`src/rtl/irq_pkg.sv`:
```
// Shared types and constants for the interrupt dispatch sequencer.
// Vector helper maps a request index to its entry address.
package irq_pkg;

    localparam int NUM_IRQ = 5;
    localparam int IDX_W = $clog2(NUM_IRQ);
    localparam logic [7:0] VEC_BASE = 8'h40;
    localparam logic [7:0] VEC_STRIDE = 8'd8;
    localparam int M_DISPATCH = 5;

    typedef enum logic [2:0] {
        ST_IDLE,
        ST_WAIT1,
        ST_WAIT2,
        ST_PUSH_HI,
        ST_PUSH_LO,
        ST_JUMP
    } irq_state_e;

    function automatic logic [15:0] vec_of(input logic [IDX_W-1:0] idx);
        logic [7:0] off;
        off = VEC_STRIDE * 8'(idx);
        return {8'h00, VEC_BASE + off};
    endfunction

endpackage

```
`src/rtl/irq_prio_enc.sv`:
```
// Fixed-priority encoder over pending requests; bit 0 wins.
// Produces the any flag, the winning index and its one-hot form.
module irq_prio_enc
    import irq_pkg::*;
(
    input  logic [NUM_IRQ-1:0] pend,
    output logic               any,
    output logic [IDX_W-1:0]   idx,
    output logic [NUM_IRQ-1:0] onehot
);

    always_comb begin
        any = |pend;
        idx = '0;
        onehot = '0;
        for (int i = NUM_IRQ - 1; i >= 0; i--) begin
            if (pend[i]) begin
                idx = IDX_W'(i);
                onehot = '0;
                onehot[i] = 1'b1;
            end
        end
    end

endmodule

```
`src/rtl/irq_dispatch_seq.sv`:
```
// Interrupt entry sequencer: IME/EI delay, HALT wake-up and the
// five M-cycle dispatch (two waits, push PCH, push PCL, jump).
module irq_dispatch_seq
    import irq_pkg::*;
(
    input  logic               CLK,
    input  logic               nRESET,
    input  logic               MCYCLE,
    input  logic [NUM_IRQ-1:0] PEND,
    input  logic               BOUNDARY,
    input  logic               EI_STB,
    input  logic               DI_STB,
    input  logic               RETI_STB,
    input  logic               HALT_STB,
    output logic               IME,
    output logic               HALTED,
    output logic               HALT_BUG,
    output logic               BUSY,
    output logic               PUSH_HI,
    output logic               PUSH_LO,
    output logic               LOAD_PC,
    output logic [15:0]        VECTOR,
    output logic [NUM_IRQ-1:0] IF_CLR
);

    irq_state_e state, state_nxt;

    logic               ime_q, ime_nxt;
    logic               ei_pend, ei_nxt;
    logic               halted_q, halted_nxt;
    logic               bug_q, bug_nxt;
    logic [15:0]        vec_q, vec_nxt;
    logic [NUM_IRQ-1:0] sel_q, sel_nxt;

    logic               any;
    logic [IDX_W-1:0]   idx;
    logic [NUM_IRQ-1:0] onehot;
    logic               idle;
    logic               start;

    irq_prio_enc u_enc (
        .pend   (PEND),
        .any    (any),
        .idx    (idx),
        .onehot (onehot)
    );

    assign idle  = (state == ST_IDLE);
    assign start = MCYCLE & BOUNDARY & ime_q & any & idle;

    always_ff @(posedge CLK or negedge nRESET) begin
        if (!nRESET) begin
            state <= ST_IDLE;
        end else begin
            state <= state_nxt;
        end
    end

    always_comb begin
        state_nxt  = state;
        ime_nxt    = ime_q;
        ei_nxt     = ei_pend;
        halted_nxt = halted_q;
        bug_nxt    = bug_q;
        vec_nxt    = vec_q;
        sel_nxt    = sel_q;
        if (MCYCLE) begin
            bug_nxt = 1'b0;
            unique case (state)
                ST_IDLE:    if (start) state_nxt = ST_WAIT1;
                ST_WAIT1:   state_nxt = ST_WAIT2;
                ST_WAIT2:   state_nxt = ST_PUSH_HI;
                ST_PUSH_HI: begin
                    state_nxt = ST_PUSH_LO;
                    // a withdrawn request leaves a null vector and no clear
                    vec_nxt = any ? vec_of(idx) : 16'h0000;
                    sel_nxt = onehot;
                end
                ST_PUSH_LO: state_nxt = ST_JUMP;
                ST_JUMP:    state_nxt = ST_IDLE;
                default:    state_nxt = ST_IDLE;
            endcase
            if (idle) begin
                if (start) begin
                    ime_nxt = 1'b0;
                    ei_nxt  = 1'b0;
                end else if (DI_STB) begin
                    ime_nxt = 1'b0;
                    ei_nxt  = 1'b0;
                end else if (RETI_STB) begin
                    ime_nxt = 1'b1;
                    ei_nxt  = 1'b0;
                end else begin
                    if (ei_pend && BOUNDARY) begin
                        ime_nxt = 1'b1;
                        ei_nxt  = 1'b0;
                    end
                    if (EI_STB && !ime_nxt) ei_nxt = 1'b1;
                end
            end
            if (idle && HALT_STB) begin
                if (!ime_q && any) bug_nxt = 1'b1;
                else halted_nxt = 1'b1;
            end else if (any) begin
                halted_nxt = 1'b0;
            end
        end
    end

    always_ff @(posedge CLK or negedge nRESET) begin
        if (!nRESET) begin
            ime_q    <= 1'b0;
            ei_pend  <= 1'b0;
            halted_q <= 1'b0;
            bug_q    <= 1'b0;
            vec_q    <= 16'h0000;
            sel_q    <= '0;
            BUSY     <= 1'b0;
            PUSH_HI  <= 1'b0;
            PUSH_LO  <= 1'b0;
            LOAD_PC  <= 1'b0;
            IF_CLR   <= '0;
        end else begin
            ime_q    <= ime_nxt;
            ei_pend  <= ei_nxt;
            halted_q <= halted_nxt;
            bug_q    <= bug_nxt;
            vec_q    <= vec_nxt;
            sel_q    <= sel_nxt;
            BUSY     <= (state_nxt != ST_IDLE);
            PUSH_HI  <= (state_nxt == ST_PUSH_HI);
            PUSH_LO  <= (state_nxt == ST_PUSH_LO);
            LOAD_PC  <= (state_nxt == ST_JUMP);
            IF_CLR   <= (state_nxt == ST_JUMP) ? sel_nxt : '0;
        end
    end

    assign IME      = ime_q;
    assign HALTED   = halted_q;
    assign HALT_BUG = bug_q;
    assign VECTOR   = vec_q;

endmodule
```
`config.mk`:
```
export PLATFORM = sky130hd
export DESIGN_NAME = irq_dispatch_seq
export DESIGN_NICKNAME = d
export VERILOG_FILES = /design/src/rtl/irq_pkg.sv /design/src/rtl/irq_prio_enc.sv /design/src/rtl/irq_dispatch_seq.sv
export SDC_FILE = /design/constraint.sdc
export NUM_CORES = 1
export LEC_CHECK = 0
export CAP_MARGIN = 20
export CORE_MARGIN = 2
export CORE_UTILIZATION = 44
export CTS_CLUSTER_DIAMETER = 150
export DETAILED_ROUTE_END_ITERATION = 6
export GPL_TIMING_DRIVEN = 0
export MAX_ROUTING_LAYER = met4
export PLACE_DENSITY = 0.89
export SLEW_MARGIN = 10
export SYNTH_ARGS = -nofsm -noshare
export SYNTH_HDL_FRONTEND = slang
export SYNTH_SLANG_ARGS = --single-unit
```
`constraint.sdc`:
```
create_clock -name CLK -period 1.75 [get_ports CLK]
set_clock_uncertainty 0.15 [all_clocks]
set_input_delay 0.175 -clock CLK [delete_from_list [all_inputs] [get_ports CLK]]
set_output_delay 0.175 -clock CLK [all_outputs]
set_load 0.02 [all_outputs]
```
Word-level counts from Yosys, hierarchy flattened
Cells that the tools add are included.

Bits of input ports: 13. Logic and storage cells: 76. Latch bits: 0. Memory bits (read-only): 0. Flip-flop bits (word level): 37. Memories: 0. Bits in writable memories: 0.

Shift operators: 0. $add $sub $neg: 1. Reduce and logical (&&, ||, !) cells: 15. Magnitude comparators: 0. Equality and inequality tests: 8. Bitwise operators: 4. Multiply operators: 0. Divide/modulo/power cells: 0. Mux-type cells: 36.

Operators with widths (number): $mux W5 (8); $mux W3 (7); $mux W1 (19); $pmux W3 S5 (1); $eq A3 B2 Y1 const B (3); $eq A3 B3 Y1 const B (3); $add A7 B6 Y8 const A (1); $mux W8 (1); $reduce_and A3 Y1 (2); $reduce_bool A5 Y1 (1); $reduce_or A5 Y1 (1); $and A1 B1 Y1 (4); $logic_and A1 B1 Y1 (4); $reduce_and A2 Y1 (2); $eq A3 B1 Y1 const B (1); $logic_not A3 Y1 (1); $reduce_bool A3 Y1 (1); $logic_not A1 Y1 (2); $ne A2 B2 Y1 const B (1); $reduce_bool A2 Y1 (1).

Depth between registers and ports, before layout
Depth after elaboration: 13. Gate-level depth with buffers: 5. Depth with buffers taken out: 3.

By module
A second synthesis with hierarchy kept.

Cells, all modules: 114. Area, all modules: 1212.4 um2.

Modules (own cells, without submodules): irq_dispatch_seq (seq. area each 625.6 um2, cells each 101, area each 1138.6 um2, instances 1); irq_prio_enc (seq. area each 0.0 um2, cells each 13, area each 73.8 um2, instances 1).

Worst setup path after synthesis
OpenSTA, ideal clock, no wires.

Path kind: register to register. Start: reg ime_q (netlist: IME). End: reg ei_pend. Setup slack: 0.144 ns. Arrival time: 1.361 ns. Stages on the path, launching flop included: 3. Library setup time: 0.095 ns. Buffers on the path: 0. Cell sequence: dfrtp_1 -> or4b_2 -> o31ai_1.

Cells in the longest elaborated chain, start to end: 12. Elaborated cells between the ends (all ways): 17. Those cells by class: 10 x mux; 3 x bitwise; 4 x reduce/logical.

Ends and longest elaborated chain: from (decl) (line irq_dispatch_seq.sv:28) `logic ime_q, ime_nxt;`; from (signal assigned) (line irq_dispatch_seq.sv:124) `ime_q <= ime_nxt;`; $mux W1 (line irq_dispatch_seq.sv:94) `if (ei_pend && BOUNDARY) begin`; $mux W1 (line irq_dispatch_seq.sv:90) `end else if (RETI_STB) begin`; $mux W1 (line irq_dispatch_seq.sv:87) `end else if (DI_STB) begin`; $mux W1 (line irq_dispatch_seq.sv:84) `if (start) begin`; $mux W1 (line irq_dispatch_seq.sv:83) `if (idle) begin`; $mux W1 (line irq_dispatch_seq.sv:67) `if (MCYCLE) begin`; $logic_not A1 Y1 (line irq_dispatch_seq.sv:98) `if (EI_STB && !ime_nxt) ei_nxt = 1'b1;`; $logic_and A1 B1 Y1 (line irq_dispatch_seq.sv:98); $mux W1 (line irq_dispatch_seq.sv:98); $mux W1 (line irq_dispatch_seq.sv:90); $mux W1 (line irq_dispatch_seq.sv:87); $mux W1 (line irq_dispatch_seq.sv:84); to (signal assigned) (line irq_dispatch_seq.sv:125) `ei_pend <= ei_nxt;`; to (decl) (line irq_dispatch_seq.sv:29) `logic ei_pend, ei_nxt;`.

Several ways; a longest one is shown, not always the timed one. The select of a mux whose other input is x is not followed. A chain may end at the register's enable or synchronous reset.

Worst setup path in the final report
Start: reg state[2]. End: reg ime_q (netlist: IME).

Cells in the longest elaborated chain, start to end: 3. Elaborated cells between the ends (all ways): 4. Those cells by class: 1 x mux; 1 x bitwise; 2 x reduce/logical.

Ends and longest elaborated chain: from (decl) (line irq_dispatch_seq.sv:26) `irq_state_e state, state_nxt;`; from (signal assigned) (line irq_dispatch_seq.sv:55) `state <= state_nxt;`; $logic_not A3 Y1 * (line irq_dispatch_seq.sv:48) `assign idle = (state == ST_IDLE);`; $and A1 B1 Y1 (line irq_dispatch_seq.sv:49) `assign start = MCYCLE & BOUNDARY & ime_q & any & idle;`; $mux W1 (line irq_dispatch_seq.sv:84).

Every way passes the cells marked *; elsewhere a longest branch is shown, timed or not.

==> results.yml <==
run_status:
  status: "completed"
timing:
  setup-violations-final: 0
  slew_violations: 0
  timing.hold.ws_ns: 0.318
  period_needed_ns: 1.69
  hold_viol_final: 0
  fmaxAchievable_mhz: 592
  finalCritPeriodShare: 0.965
  rsz0062_at_grt: "false"
grt:
  grt_max_degree: 26
  gr-usage-all-layers: 0.167
  first_global_vias: 881
  grt_pass1_wl_um: 3880
  grt-ovfl-total: 0
  antenna_found_initial: 0
clock_network:
  cts_root_buf: "clkbuf_4"
  htree_num_levels: 1
  path_clk_slew_ns: 0.14
  cts_buffer_depth: 2
  cts_tree: "done"
  post_cts_buffers: 0
  clock_sinks: 25
  cts_buffers: 3
  insertion_delay_ns: 0.31
hold_path:
  min_from: "PEND[2]"
  hold_path.class: "input port to flip-flop"
floorplanning:
  design.core.area_um2: 2520
  die-area_um2: 3130
  initial_utilization: 0.471
  die_x_um: 56.0
  row_count: 18
  ioPinCount: 41
  die_height_um: 56.0
route:
  post_drt_wl_per_cell_um: 12.6
  top_layer_used: "met4"
  dr_total_vias: 928
  drc: 0
  wl_um: 2340
  ant_nets: 0
  viasPerCell: 4.99
  initialDrtViolationCount: 14
  firstDrtPassIters: 4
  wl_met3_um: 128
  wirelength_met1_um: 1000
  wl_met2_um: 1170
layout:
  multiInputGateArea_um2: 470
  antenna_cells: 0
  fin_nets: 170
  finalNonFillerCells: 186
  fillerInstances: 209
  register_area_um2: 627
  final_common_cell: "clkdlybuf4s50_1"
  fin_util: 0.637
  area_growth_pct: 35.4
  final_cell_mix: "27 x clkdlybuf4s50_1, 24 x dfrtp_1, 12 x buf_4, 12 x conb_1, 10 x nand2_1"
  drive_above_1_share: 0.186
critical_path:
  start_kind: "flip-flop"
  crit_buf_inv: 1
  required_ns: 1.86
  crit_family: "simple AND/OR/NAND/NOR gates"
  critPathCaptureType: "flip-flop"
  crit_path_start: "state[2]"
  reg2reg_from: "state[2]"
  max_stage_delay_ns: 0.57
  critPathKind: "flip-flop to flip-flop"
  worstPathCellList: "buf_6, or4b_4, nor4_2, a221o_1"
  slowest_stage: "or4b_4"
  crit_fanout: 9
  critPathArrivalTime_ns: 1.80
power:
  total_power_mw: 1.99
  p_per_area_nw_per_um2: 1240
  power.static_leakage_nw: 0.739
  ir_drop_mv: 0.799
yosys:
  syn_avg_cell_area_um2: 10.7
  syn_area_um2: 1190
  synthTopCellsByArea: "dfrtp_1 53%, buf_4 7.6%, nand2_1 3.2%"
  ys_types: 38
  ys_seq_area_frac: 0.527
  synth-seq-cells: 25
  yosys.area.top_type: "dfrtp_1"
  synth_flop_cell: "dfrtp_1"
  async_reset_ff_frac: 1.00
  synth_edf_count: 0
  yosys_warnings: 0
  synth_top_area_share: 0.527
  synthCells: 111
place:
  dp.cells: 180
  place_hpwl_um: 1760
  port-buffer-count: 28
  gp_congestion: 0.803
job:
  cap_violations: 0
synth_stat cells (2+ instances only):
master    number
a21oi_1        4
a22o_1         2
and2_1         5
buf_2          3
buf_4         12
clkbuf_1       2
dfrtp_1       25
inv_1          4
mux2_2         2
nand2_1       10
nor2_1         3
nor3_1         4
o21ai_0        7
o22ai_1        2
o31ai_1        2
or4_1          2
worst reg2reg max path, stage by stage, from the launching register on:
cell and delay, ns:
dfrtp_1 0.41, buf_6 0.14, or4b_4 0.57, nor4_2 0.23, a221o_1 0.14
power by group:
group          internal (mW)  switching (mW)  total (mW)
Sequential             0.746          0.0910       0.837
Clock                 0.0872           0.170       0.257
Combinational          0.418           0.479       0.897
layer usage:
metal | global-route usage | up-vias
li1 | - | 462
met2 | 0.281 | 31
met3 | 0.0372 | 4
met5 | - | -
met4 | 0.0816 | 0
met1 | 0.187 | 431
sequential cells by signal, indices dropped and copies added, names as in the netlist:
register	count
state	3
HALT_BUG	1
IF_CLR	5
LOAD_PC	1
IME	1
HALTED	1
PUSH_HI	1
BUSY	1
sel_q	5
ei_pend	1
VECTOR	4
PUSH_LO	1
cell type report:
class | instances | area share
well taps | 30 | 0.0233
plain buffers | 18 | 0.0770
inverters | 4 | 0.00934
repair buffers | 30 | 0.189
multi-input cells | 75 | 0.293
clock buffers | 3 | 0.0140
clock inverters | 1 | 0.00467
flip-flops and latches | 25 | 0.390
cells by family (layout without fill, tap and decap cells):
family,Yosys count,after routing,synth area share
AOI/OAI and AO/OA,26,26,0.149
xor gates and xnor gates,1,1,0.00738
buffers and inverters,22,56,0.117
DFF,25,25,0.527
muxes,3,3,0.0274
other,1,12,0.00316
and+or+nand+nor,33,33,0.170
path summary, 6_finish.rpt:
path | depth (start not counted) | slack [ns] | endpoint
worst max-delay path | 4 | 0.06 | IME
worst min-delay path | 3 | 0.32 | sel_q[2]
worst max register to register | 4 | 0.06 | IME
worst min register to register | 2 | 0.34 | sel_q[1]
max in group asynchronous | 3 | 0.45 | VECTOR[3]
min in group asynchronous | 2 | 0.54 | BUSY
stage by stage:
step / worst slack [ns] / TNS, ns / area (um^2)
2_1_floorplan: 0.144 / 0 / 1230
3_3_place_gp: -0.216 / -1.15 / 1550
3_5_place_dp: -0.255 / -1.66 / 1550
4_1_cts: 0.0401 / 0 / 1580
5_1_grt: 0.000183 / 0 / 1610
6_report: 0.0615 / 0 / 1610
repair_timing:
item                                   in CTS  in global routing
setup endpoints to repair                   1                  2
hold buffers                                0                  1
endpoints found under the hold margin       0                  8
gates resized for setup                     2                  1
No activity file was read; power rests on OpenSTA's default activity.
